[config.mk]
export PLATFORM = sky130hd
export DESIGN_NAME = axi_alu_pipe
export DESIGN_NICKNAME = d
export VERILOG_FILES = /design/src/rtl/axi_alu_pipe.sv
export SDC_FILE = /design/constraint.sdc
export NUM_CORES = 1
export LEC_CHECK = 0
export ABC_AREA = 1
export CORE_MARGIN = 2
export CORE_UTILIZATION = 49
export DETAILED_ROUTE_END_ITERATION = 10
export PLACE_DENSITY = 0.73
export SLEW_MARGIN = 20
export SYNTH_ARGS = -nofsm -noshare
export SYNTH_HDL_FRONTEND = slang
export SYNTH_SLANG_ARGS = --single-unit
[constraint.sdc]
create_clock -name clk -period 3.86 [get_ports clk]
set_input_delay 0.579 -clock clk [delete_from_list [all_inputs] [get_ports clk]]
set_output_delay 0.579 -clock clk [all_outputs]
set_load 0.02 [all_outputs]
[src/rtl/axi_alu_pipe.sv]
// Valid/ready ALU stage (add/sub/mul/xor) with a show-ahead result FIFO; AXI_ALU_SAT_EN makes add/sub saturate.
// Latency: 1 EXEC cycle for add/sub/xor, MUL_CYCLES for mul, from the accept edge to the result push.
// Backpressure: a FIFO slot is reserved at accept, so a full FIFO stalls in_ready and never blocks a push.

module axi_alu_fifo #(
  parameter int DW    = 10,
  parameter int DEPTH = 4,
  parameter int CNTW  = $clog2(DEPTH) + 1
) (
  input  logic            clk,
  input  logic            reset,
  input  logic            push,
  input  logic [DW-1:0]   push_dat,
  input  logic            pop_rdy,
  output logic [DW-1:0]   head_dat,
  output logic            head_vld,
  output logic [CNTW-1:0] count
);
  localparam int AW = $clog2(DEPTH);

  logic [DW-1:0] mem [DEPTH];
  logic [AW-1:0] wptr;
  logic [AW-1:0] rptr;
  logic          pop;

  assign head_vld = (count != '0);
  assign head_dat = mem[rptr];
  assign pop      = head_vld && pop_rdy;

  always_ff @(posedge clk or negedge reset) begin
    if (!reset) begin
      for (int i = 0; i < DEPTH; i++) mem[i] <= '0;
      wptr  <= '0;
      rptr  <= '0;
      count <= '0;
    end else begin
      if (push) begin
        mem[wptr] <= push_dat;
        wptr      <= wptr + AW'(1);
      end
      if (pop) rptr <= rptr + AW'(1);
      // Simultaneous push and pop leaves the count alone.
      case ({push, pop})
        2'b10:   count <= count + CNTW'(1);
        2'b01:   count <= count - CNTW'(1);
        default: count <= count;
      endcase
    end
  end
endmodule

module axi_alu_pipe #(
  parameter int W          = 4,
  parameter int MUL_CYCLES = 4,
  parameter int OUT_DEPTH  = 4
) (
  input  logic           clk,
  input  logic           reset,
  input  logic [2*W+1:0] in_data,
  input  logic           in_valid,
  output logic           in_ready,
  output logic [2*W+1:0] out_data,
  output logic           out_valid,
  input  logic           out_ready,
  output logic           busy
);
  localparam int CW   = (MUL_CYCLES > 1) ? $clog2(MUL_CYCLES) : 1;
  localparam int CNTW = $clog2(OUT_DEPTH) + 1;

  localparam logic [0:0] ST_IDLE = 1'b0;
  localparam logic [0:0] ST_EXEC = 1'b1;

  localparam logic [1:0] OP_ADD = 2'd0;
  localparam logic [1:0] OP_SUB = 2'd1;
  localparam logic [1:0] OP_MUL = 2'd2;
  localparam logic [1:0] OP_XOR = 2'd3;

  logic [0:0]      state;
  logic [W-1:0]    a_q;
  logic [W-1:0]    b_q;
  logic [1:0]      op_q;
  logic [CW-1:0]   cnt;
  logic [CNTW-1:0] fifo_count;
  logic            accept;
  logic            push;
  logic [W:0]      sum;
  logic [W:0]      diff;
  logic [2*W-1:0]  prod;
  logic [2*W-1:0]  res;

  assign in_ready = (state == ST_IDLE) && (fifo_count < CNTW'(OUT_DEPTH));
  assign accept   = in_valid && in_ready;
  assign busy     = (state == ST_EXEC);
  assign push     = (state == ST_EXEC) && ((op_q != OP_MUL) || (cnt == '0));

  assign sum  = {1'b0, a_q} + {1'b0, b_q};
  assign diff = {1'b0, a_q} - {1'b0, b_q};
  assign prod = {{W{1'b0}}, a_q} * {{W{1'b0}}, b_q};

  always_comb begin
    res = '0;
    case (op_q)
`ifdef AXI_ALU_SAT_EN
      // Carry out means overflow; borrow out means a < b.
      OP_ADD: res = {{W{1'b0}}, (sum[W] ? {W{1'b1}} : sum[W-1:0])};
      OP_SUB: res = {{W{1'b0}}, (diff[W] ? {W{1'b0}} : diff[W-1:0])};
`else
      OP_ADD: res = {{(W-1){1'b0}}, sum};
      OP_SUB: res = {{(W-1){1'b0}}, diff};
`endif
      OP_MUL: res = prod;
      OP_XOR: res = {{W{1'b0}}, a_q ^ b_q};
      default: res = '0;
    endcase
  end

  always_ff @(posedge clk or negedge reset) begin
    if (!reset) begin
      state <= ST_IDLE;
      a_q   <= '0;
      b_q   <= '0;
      op_q  <= '0;
      cnt   <= '0;
    end else begin
      case (state)
        ST_IDLE: begin
          if (accept) begin
            a_q   <= in_data[W-1:0];
            b_q   <= in_data[2*W-1:W];
            op_q  <= in_data[2*W+1:2*W];
            cnt   <= CW'(MUL_CYCLES - 1);
            state <= ST_EXEC;
          end
        end
        ST_EXEC: begin
          if (push) state <= ST_IDLE;
          else      cnt   <= cnt - CW'(1);
        end
        default: state <= ST_IDLE;
      endcase
    end
  end

  axi_alu_fifo #(
    .DW   (2*W+2),
    .DEPTH(OUT_DEPTH),
    .CNTW (CNTW)
  ) u_res_fifo (
    .clk     (clk),
    .reset   (reset),
    .push    (push),
    .push_dat({op_q, res}),
    .pop_rdy (out_ready),
    .head_dat(out_data),
    .head_vld(out_valid),
    .count   (fifo_count)
  );
endmodule
==> impl_metrics.yaml <==
critical_path:
  crit_type: "reg2reg"
  r2r_slack_ns: 0.93
  crit_required_ns: 4.12
  worstPathCellList: "nand2_1, fa_1, inv_1, fa_1, inv_1, fa_1, nand3b_1, nand3b_1, nand3_1, o21ai_0"
  cpMostUsedCell: "fa_1"
  cp.arrival_ns: 3.19
  worst_path_max_delay_cell: "fa_1"
  max_stage_delay_ns: 0.56
  end_kind: "register"
  critical_path.top_delay_family: "adder cells"
  cp_num_buf_inv: 2
  crit_fanout: 7
  worstSetupStartpointType: "register"
placed_design:
  hpwl_um: 5260
  dpl_cell_area_um2: 3840
  gp_congestion: 0.810
  numPortBuffers: 26
final_layout:
  register_area_um2: 1500
  drive_gt1_frac: 0.0764
  multi_input_area_um2: 1740
  area_growth_pct: 14.8
  final_area_um2: 4050
  fillerInstances: 639
  fin_nets: 500
  n_antenna_cell: 0
  final_core_util: 0.589
clock_tree:
  post-cts-setup-buffers: 0
  cts_buffers: 9
  cts_resized: 0
  cts-htree-levels: 3
  clockBufferDepth: 2
  insertion_delay_ns: 0.35
  clkSinkCount: 60
  clk_pin_slew_ns: 0.07
  hold_buffers: 0
  root_buffer: "clkbuf_8"
  cts_tree: "done"
sta:
  worst_slew_pin_slew_ns: 0.955
  drv_slew: 0
  min_period_ns: 2.93
  fin_crit_sh: 0.759
  rsz0062_at_grt: "no"
  max_slew_margin: 0.363
  setup_violations: 0
  holdWs_ns: 0.377
  final_hold_viol_count: 0
  fmax_ghz: 0.341
  finalSetupTns_ns: 0
  fin_worst_skew_ns: 0.00698
logic_synthesis:
  netlist_top_cells_count: "nand2_1, dfrtp_1, inv_1"
  synth_most_common_cell: "nand2_1"
  synth_ff_type: "dfrtp_1"
  synth-seq-cells: 60
  avgSynthCellArea_um2: 8.31
  async_flop_share: 1.00
  synth_area_leaders: "dfrtp_1, nand2_1, ha_1, o21ai_0, inv_1"
  ys_warn_count: 0
  synth_top_area_cell: "dfrtp_1"
  seq_area_frac_synth: 0.426
  syn_area_um2: 3520
  syn_nets: 471
  synth_top_area_share: 0.426
  synth_cell_types: 27
  syn_inst: 424
  synth_edf_count: 0
grt:
  grt_max_degree: 45
  antenna_found_initial: 0
  grt_pass1_wl_um: 12600
  first_global_vias: 2721
  grt_overflow: 0
  track_usage: 0.209
job:
  maxCapViolCount: 0
floorplanning:
  dieArea_um2: 7880
  num_rows: 30
  core_area_um2: 6870
  die_y_um: 88.8
  die_w_um: 88.8
  floorplan.initialDensity: 0.513
  ioPinCount: 27
run_status:
  run_status: "finished, final reports clean"
detailed_routing:
  ant_nets: 0
  wl_um: 7400
  viasPerCell: 5.19
  dr.pass1.iters: 4
  drtIter0Drc: 148
  drcViolationCount: 0
  num_vias: 2878
  wl_per_cell_um: 13.4
hold_path:
  hp-class: "in2async"
layout make-up:
type,instances,area share
multi-input combinational,301,0.431
sequential,60,0.371
clock inverter,6,0.0158
clock buffer,10,0.0340
inverter,53,0.0517
tap,96,0.0297
timing repair buffer,28,0.0668
layer usage:
layer | up-vias | wire length, um | global-route usage
met1 | 1373 | 3470 | 0.282
met5 | - | 0 | 0
met4 | 0 | 136 | 0.0826
met3 | 10 | 337 | 0.0289
met2 | 73 | 3450 | 0.342
li1 | 1422 | - | -
logic make-up after synthesis:
kind of cell    after synthesis  share of synthesized area
flops                        60                      0.426
buf+inv                      63                     0.0789
mux                           4                     0.0128
simple gates                182                      0.223
xor+xnor                      7                     0.0174
compound gates               75                      0.112
fa+ha+maj                    33                      0.130
cells in the final DEF (no fill, tap or decap), types with 5 or more instances in the layout:
cell type	count
nand3_1	15
o21ai_0	45
fa_1	6
a21oi_1	14
xor2_1	5
inv_1	48
dfrtp_1	60
nand2_1	115
o22ai_1	10
ha_1	27
nor2_4	5
clkdlybuf4s50_1	25
clkbuf_8	10
nor2_1	38
state kept, by name (all words and copies together), names as in the netlist:
register          cells
u_res_fifo.mem       40
b_q                   4
a_q                   4
op_q                  2
busy                  1
u_res_fifo.rptr       2
cnt                   2
u_res_fifo.wptr       2
u_res_fifo.count      3
path summary, 6_finish.rpt:
kind / startpoint / end / cells after the start
setup / recovery: a_q[1] / u_res_fifo.mem[26] / 10
hold reg to reg: u_res_fifo.mem[11] / u_res_fifo.mem[11] / 2
setup reg to reg: a_q[1] / u_res_fifo.mem[26] / 10
hold / removal: reset / u_res_fifo.mem[5] / 1
max in group asynchronous: reset / a_q[0] / 2
min in group clk: u_res_fifo.mem[11] / u_res_fifo.mem[11] / 2
stage by stage:
stage	instances	worst slack, ns
5_1_grt	554	0.714
4_1_cts	554	0.906
2_1_floorplan	424	1.16
3_5_place_dp	538	0.925
3_3_place_gp	538	1.03
6_report	554	0.932
worst reg2reg max path: cells and delay by family, from the launching register on:
kind,cells,cell delay (ns)
AO/OA/AOI/OAI,1,0.19
AND/OR/NAND/NOR,4,0.52
adder cells (fa/ha/maj),3,1.51
buffers and inverters,2,0.12
flip-flops,1,0.50
Power is not shown: default switching activity piles up to over one toggle a cycle in this logic, so the estimate is an artifact.
